<file path="src/rtl/change_return_ctrl_pkg.sv">
// Shared constants for change return: balance width, coin values, select codes, FSM states.
package change_return_ctrl_pkg;

    localparam int kTotalBits = 16;
    localparam int kCoin100   = 100;
    localparam int kCoin500   = 500;
    localparam int kCoin1000  = 1000;

    typedef enum logic [1:0] {
        COIN_100  = 2'd0,
        COIN_500  = 2'd1,
        COIN_1000 = 2'd2
    } coin_sel_e;

    typedef enum logic [1:0] {
        ST_IDLE   = 2'd0,
        ST_SELECT = 2'd1,
        ST_EJECT  = 2'd2,
        ST_DONE   = 2'd3
    } cr_state_e;

    function automatic int unsigned coin_value(logic [1:0] sel);
        case (sel)
            COIN_1000: return kCoin1000;
            COIN_500:  return kCoin500;
            default:   return kCoin100;
        endcase
    endfunction

endpackage

</file>
<file path="src/rtl/change_return_ctrl_coin_greedy_sel.sv">
// Largest-coin-first picker: chooses the biggest coin not exceeding the remaining balance.
module coin_greedy_sel
    import change_return_ctrl_pkg::*;
#(
    parameter int W = kTotalBits
) (
    input  logic [W-1:0] remaining,
    output logic [1:0]   sel,
    output logic [W-1:0] value,
    output logic         has_coin
);

    always_comb begin
        sel      = COIN_100;
        has_coin = 1'b1;
        if (remaining >= W'(kCoin1000)) begin
            sel = COIN_1000;
        end else if (remaining >= W'(kCoin500)) begin
            sel = COIN_500;
        end else if (remaining < W'(kCoin100)) begin
            has_coin = 1'b0;
        end
        value = W'(coin_value(sel));
    end

endmodule

</file>
<file path="src/rtl/change_return_ctrl.sv">
// Change return sequencer: greedy coin ejection with write-back of each decremented balance.
// Optional idle-timeout auto return is compiled in with VM_TIMEOUT_RETURN_EN.
module change_return_ctrl
    import change_return_ctrl_pkg::*;
#(
    parameter int TOTAL_BITS     = kTotalBits,
    parameter int TIMEOUT_CYCLES = 100
) (
    input  logic                  clk,
    input  logic                  reset,
    input  logic [TOTAL_BITS-1:0] i_total,
    input  logic                  i_return_req,
    input  logic                  i_activity,
    input  logic                  i_coin_ready,
    output logic                  o_coin_valid,
    output logic [1:0]            o_coin_sel,
    output logic                  o_total_load,
    output logic [TOTAL_BITS-1:0] o_total_nxt,
    output logic                  o_busy,
    output logic                  o_done
);

    cr_state_e             state_q, state_d;
    logic [TOTAL_BITS-1:0] rem_q, rem_d;
    logic [TOTAL_BITS-1:0] val_q, val_d;
    logic [1:0]            sel_q, sel_d;
    logic                  load_q, load_d;
    logic [TOTAL_BITS-1:0] nxt_q, nxt_d;

    logic [1:0]            g_sel;
    logic [TOTAL_BITS-1:0] g_value;
    logic                  g_has_coin;
    logic                  tmo_fire;
    logic                  trigger;

    coin_greedy_sel #(.W(TOTAL_BITS)) u_greedy (
        .remaining (rem_q),
        .sel       (g_sel),
        .value     (g_value),
        .has_coin  (g_has_coin)
    );

`ifdef VM_TIMEOUT_RETURN_EN
    localparam int CW = $clog2(TIMEOUT_CYCLES);
    logic [CW-1:0] tmo_q, tmo_d;

    // Counts idle cycles with a nonzero balance; any activity restarts the wait.
    always_comb begin
        tmo_fire = (state_q == ST_IDLE) && (tmo_q == CW'(TIMEOUT_CYCLES - 1));
        tmo_d    = tmo_q + 1'b1;
        if (state_q != ST_IDLE || tmo_fire || i_activity || i_total == '0) begin
            tmo_d = '0;
        end
    end

    always_ff @(posedge clk) begin
        if (reset) tmo_q <= '0;
        else       tmo_q <= tmo_d;
    end
`else
    localparam int unused_timeout_cycles = TIMEOUT_CYCLES;
    logic unused_activity;
    assign unused_activity = i_activity;
    assign tmo_fire        = 1'b0;
`endif

    assign trigger = i_return_req || tmo_fire;

    always_ff @(posedge clk) begin
        if (reset) begin
            state_q <= ST_IDLE;
            rem_q   <= '0;
            val_q   <= '0;
            sel_q   <= '0;
            load_q  <= 1'b0;
            nxt_q   <= '0;
        end else begin
            state_q <= state_d;
            rem_q   <= rem_d;
            val_q   <= val_d;
            sel_q   <= sel_d;
            load_q  <= load_d;
            nxt_q   <= nxt_d;
        end
    end

    always_comb begin
        state_d = state_q;
        rem_d   = rem_q;
        val_d   = val_q;
        sel_d   = sel_q;
        load_d  = 1'b0;
        nxt_d   = '0;
        case (state_q)
            ST_IDLE: begin
                if (trigger) begin
                    rem_d   = i_total;
                    state_d = ST_SELECT;
                end
            end
            ST_SELECT: begin
                if (g_has_coin) begin
                    sel_d   = g_sel;
                    val_d   = g_value;
                    state_d = ST_EJECT;
                end else begin
                    state_d = ST_DONE;
                end
            end
            ST_EJECT: begin
                // val_q never exceeds rem_q, so this cannot underflow.
                if (i_coin_ready) begin
                    rem_d   = rem_q - val_q;
                    load_d  = 1'b1;
                    nxt_d   = rem_q - val_q;
                    state_d = ST_SELECT;
                end
            end
            ST_DONE: state_d = ST_IDLE;
            default: state_d = ST_IDLE;
        endcase
    end

    always_comb begin
        o_coin_valid = 1'b0;
        o_coin_sel   = '0;
        o_done       = 1'b0;
        o_busy       = (state_q != ST_IDLE);
        case (state_q)
            ST_EJECT: begin
                o_coin_valid = 1'b1;
                o_coin_sel   = sel_q;
            end
            ST_DONE: o_done = 1'b1;
            default: ;
        endcase
        o_total_load = load_q;
        o_total_nxt  = nxt_q;
    end

endmodule

</file>
<file path="config.mk">
export PLATFORM = sky130hd
export DESIGN_NAME = change_return_ctrl
export DESIGN_NICKNAME = d
export VERILOG_FILES = /design/src/rtl/change_return_ctrl_pkg.sv /design/src/rtl/change_return_ctrl_coin_greedy_sel.sv /design/src/rtl/change_return_ctrl.sv
export SDC_FILE = /design/constraint.sdc
export NUM_CORES = 1
export LEC_CHECK = 0
export ABC_AREA = 1
export CORE_AREA = 2 2 67 69
export CTS_CLUSTER_SIZE = 25
export DETAILED_ROUTE_END_ITERATION = 8
export DIE_AREA = 0 0 69 71
export GPL_TIMING_DRIVEN = 0
export PLACE_DENSITY = 0.85
export SYNTH_ARGS = -nofsm -noshare
export SYNTH_HDL_FRONTEND = slang
export SYNTH_SLANG_ARGS = --single-unit
</file>
<file path="constraint.sdc">
create_clock -name clk -period 3.8 [get_ports clk]
set_input_delay 0.38 -clock clk [delete_from_list [all_inputs] [get_ports clk]]
set_output_delay 0.38 -clock clk [all_outputs]
set_load 0.005 [all_outputs]
</file>
Word-level counts from Yosys, hierarchy flattened

Cells that the tools add are included.

Word-level logic and storage cells: 44
Latch bits: 0
ROM bits: 0
Bits of input ports: 21
Output and inout bits: 22
Memories: 0
RAM bits: 0
Flip-flop bits (word level): 53

Multipliers: 0
Add/sub/neg operators: 1
Reductions and logical operators: 8
Div/mod/pow operators: 0
Shift operators: 0
Mux-type cells: 17
Bitwise gates (word level): 2
Equality and inequality tests: 7
Order comparisons: 3

Operator list:

| operator                                                             | count |
|---|---|
| two-way mux 16 bit                                                   | 2 |
| case mux 16 bit (2 select lines)                                     | 1 |
| case mux 10 bit (2 select lines)                                     | 1 |
| greater-or-equal comparator 16 x 10 -> 1 bit (second input constant) | 1 |
| greater-or-equal comparator 16 x 9 -> 1 bit (second input constant)  | 1 |
| < comparator 16 x 7 -> 1 bit (second input constant)                 | 1 |
| subtractor 16 bit                                                    | 1 |
| two-way mux 1 bit                                                    | 8 |
| two-way mux 2 bit                                                    | 4 |
| case mux 2 bit (4 select lines)                                      | 1 |
| == test 2 bit (second input constant)                                | 3 |
| == test 2 x 1 -> 1 bit (second input constant)                       | 2 |
| inequality test 2 bit (second input constant)                        | 2 |
| AND reduction 2 bit                                                  | 2 |
| nonzero test 2 bit                                                   | 2 |
| AND reduction 3 bit                                                  | 1 |
| OR reduction 3 bit                                                   | 1 |
| logical NOT 2 bit                                                    | 1 |
| inverter 1 bit                                                       | 2 |
| OR reduction 2 bit                                                   | 1 |

Depth between registers and ports, before layout

Word-level depth: 6
Depth in mapped cells: 12
Gate-level depth less buffers: 12

Hierarchy

Synthesis repeated with hierarchy kept, for this count alone.

Cell total of the unflattened synthesis: 487
Area, all modules: 3191.8 um2

Modules (own cells, without submodules):

| module             | area an instance (um2) | times used | sequential area each (um2) | cells each |
|---|---|---|---|---|
| change_return_ctrl | 2936.6                 | 1          | 1061.0                     | 438 |
| coin_greedy_sel    | 255.2                  | 1          | 0.0                        | 49 |

Worst setup path after synthesis

No wires, ideal clock.

Path kind: reg-to-reg
Start point: reg rem_q[2]
End point: reg rem_q[14]
Period minus slack after synthesis: 1.634 ns
Cell stages (with the launch flop): 12
Setup slack: 2.166 ns
Buffers on the path: 0
Data arrival time: 1.564 ns
Cells stage by stage: dfxtp_1 inv_1 ha_1 inv_1 fa_1 nand3_1 nand3_1 nand3b_1 nand2_1 nand2_1 nand3_1 a21oi_1

Cells in the longest elaborated chain, start to end: 3

Ends and longest elaborated chain:

| what                             | RTL line                  | source |
|---|---|---|
| from (decl)                      | change_return_ctrl.sv:24  | `logic [TOTAL_BITS-1:0] rem_q, rem_d;` |
| from (signal assigned)           | change_return_ctrl.sv:79  | `rem_q <= rem_d;` |
| subtractor 16 bit                | change_return_ctrl.sv:113 | `rem_d = rem_q - val_q;` |
| two-way mux 16 bit               | change_return_ctrl.sv:112 | `if (i_coin_ready) begin` |
| case mux 16 bit (2 select lines) | change_return_ctrl.sv:94  | `case (state_q)` |

No other way between the ends. The select of a mux whose other input is x is not followed.
A chain may end at the register's enable or synchronous reset.

Final worst setup path

Start point: reg state_q[1]
End point: out o_coin_sel[1]

Cells in the longest elaborated chain, start to end: 2

Ends and longest elaborated chain:

| what                   | RTL line                  | source |
|---|---|---|
| from (decl)            | change_return_ctrl.sv:23  | `cr_state_e state_q, state_d;` |
| from (signal assigned) | change_return_ctrl.sv:78  | `state_q <= state_d;` |
| == test 2 bit          | change_return_ctrl.sv:129 | `case (state_q)` |
| two-way mux 2 bit      | change_return_ctrl.sv:129 |  |
| to (decl)              | change_return_ctrl.sv:16  | `output logic [1:0] o_coin_sel,` |

No other way between the ends.

==> run summary <==
status -> complete, no violations
worst-path fanout max -> 10
Vias -> 2184
worst relative slew slack -> 77.11%
XOR/XNOR share of the synthesized area -> 1.570%
skew final -> 6.783 ps
syn_area_per_cell -> 6.740 sq um
VDD IR-drop max -> 267.9 uV
Slowest-stage cell, CP -> clkdlybuf4s50_1
RSZ-0062 raised after global routing -> no
htree depth -> 2
synth warn -> 0
Final setup viols -> 0
GRT Total Usage -> 23.25%
Die X -> 69 um
Buf/Inv on CP -> 4
Max-Cap Viols -> 0
Clock Latency Late Sink -> 300 ps
initial antenna violation count -> 0
Area after DPL -> 2696 sq um
final hold vios -> 0
first-pass GRT wire length -> 9280 um
Final Power -> 1.486 mW
total CTS buffers -> 5
Cell variety after synth -> 32
Rows -> 24
fmax -> 444.8 MHz
layout cells sized above 1 -> 7.916%
via density per instance -> 5.067
Tmin final -> 2248 ps
final wirelength -> 5395 um
Post-synth EDFFs -> 0
GP Congestion -> 0.9277
ANT cells -> 0
final worst slack -> 1552 ps
mux cell area share after synthesis -> 0%
reg-to-reg critical path startpoint -> rem_q[2]
fill cell count -> 389
HP Class -> in -> reg
Power Dens Cells -> 527.7 nW/um^2
post-CTS setup buffers -> 0
CTS tree -> done
transition time at the pin with the least slew margin -> 342.9 ps
WHS Path Cells -> 2
Die Y -> 71 um
ys flop type -> dfxtp_1
# resized after CTS -> 0
grt ovf -> 0
dpl ws -> 1887 ps
Layout area overhead -> 26.25%
post-synthesis cell count -> 331
DRT iter0 DRCs -> 164
WP depth -> 6
Most Frequent Cell on Critical Path -> inv_2
delay-heaviest family, CP -> buffers and inverters
Die Area -> 4899 sq um
DR pass1 iterations -> 6
type of the worst setup path -> reg -> out
Critical Path, Cell by Cell -> inv_2, nor2_8, inv_2, buf_4, nor2_1, clkdlybuf4s50_1
required time of the critical path -> 3420 ps
vias in the first global route -> 2049
port bufs -> 40
I/O pin count -> 43
part of the Yosys area used for sequential elements -> 36.79%
Max Slew Vio Count -> 0
worst r2r path cells -> 11
leakage -> 1.319 nW
Worst setup startpoint -> state_q[1]
CP startpoint kind -> flip-flop
hold-fix buffers at CTS -> 0
hold_sp -> reset
Post-synth top cells -> 89 x nand2_1, 47 x nor2_1, 43 x inv_1
Avg WL per Cell -> 12.52 um
HPWL Detailed -> 4276 um
Post-Syn Nets -> 361
Synth top area share -> 36.79%
final net count -> 408
antenna violation net count after detailed routing -> 0
Reg clk slew, reported paths -> 90 ps
Post-synth ARST share -> 0%
design area -> 2816 sq um
Synth Area in Compound Gates -> 12.06%
Total Neg Setup Slack -> 0 ps
Synth Register Bits -> 41
DR DRC count -> 0
core box area -> 4204 sq um
Setup crit end kind -> output port
Starting Density -> 53.07%
area leader, netlist -> dfxtp_1
fin crit share -> 59.16%
Clock Tree Buf Depth -> 2
Cell Area, Synth -> 2231 sq um
largest family of logic cells by synthesized area -> simple AND/OR/NAND/NOR gates
cell with the most instances after synthesis -> nand2_1
crit path DAT -> 1870 ps
TritonCTS Sinks -> 41
Synth area leaders -> dfxtp_1 37%, nand2_1 15%, nor2_1 7.9%
simple-gate share of the synthesized area -> 33.88%
slowest stage delay, CP -> 500 ps
fraction of the mapped netlist area in adder cells -> 5.384%
largest net degree at the start of global routing -> 14
CTS Root Cell -> clkbuf_8
routing by layer:
metal	global-route usage, %	wire length [um]
met1	29.87	2464
met2	40.71	2623
met3	3.989	253
met4	5.882	53
met5	0	0
state kept, by name, indices dropped and copies added, names as in the netlist:
name          cells
rem_q            16
o_total_nxt      16
val_q             4
sel_q             2
state_q           2
o_total_load      1
layout by cell type, fill, tap and decap left out, drive strengths merged:
| cell type | n |
|---|---|
| nand2 | 94 |
| nor2 | 50 |
| inv | 48 |
| dfxtp | 41 |
| clkdlybuf4s50 | 40 |
| nand3 | 22 |
| a21oi | 18 |
| o21ai | 16 |
| ha | 8 |
| a31oi | 7 |
| buf | 7 |
| clkbuf | 6 |
| nand4 | 4 |
| xor2 | 3 |
| nand3b | 2 |
| a211oi | 2 |
| o21a | 1 |
| or2 | 1 |
| o2111ai | 1 |
| a221oi | 1 |
| o21bai | 1 |
| nor3 | 1 |
| xnor2 | 1 |
| o211ai | 1 |
| fa | 1 |
| clkinvlp | 1 |
| bufinv | 1 |
cell type report:
class                   count  area (sq um)  share of cell area [%]
well taps                  52         65.06                   2.310
plain buffers               7         50.05                   1.777
repair buffers             40         400.4                   14.22
clock buffers               6         82.58                   2.932
multi-input cells         235          1180                   41.89
flip-flops and latches     41         820.8                   29.14
inverters                  48         180.2                   6.397
clock inverters             2         37.54                   1.333
report_power, final:
| part | internal [mW] | switching, mW |
|---|---|---|
| combinational | 0.223 | 0.377 |
| clock | 0.214 | 0.162 |
| sequential | 0.471 | 0.0394 |
logic make-up after synthesis:
kind of cell    Yosys count
compound gates           48
xor+xnor                  4
fa+ha+maj                 9
buf+inv                  55
flops                    41
simple gates            174
final timing paths:
path / to / slack [ps]
worst max-delay path: o_coin_sel[1] / 1550
worst min register to register: o_total_nxt[1] / 440
worst min-delay path: rem_q[4] / 390
worst max register to register: rem_q[14] / 1900
stage by stage:
stage	hold slack [ps]	util, %	cells
floorplan	416.0	-	331
global placement	426.6	64.14	423
detailed placement	428.5	64.14	423
CTS	391.5	66.99	431
global route	409.5	66.99	431
finish	393.1	66.99	431
Power figures use the tool's default switching activity.
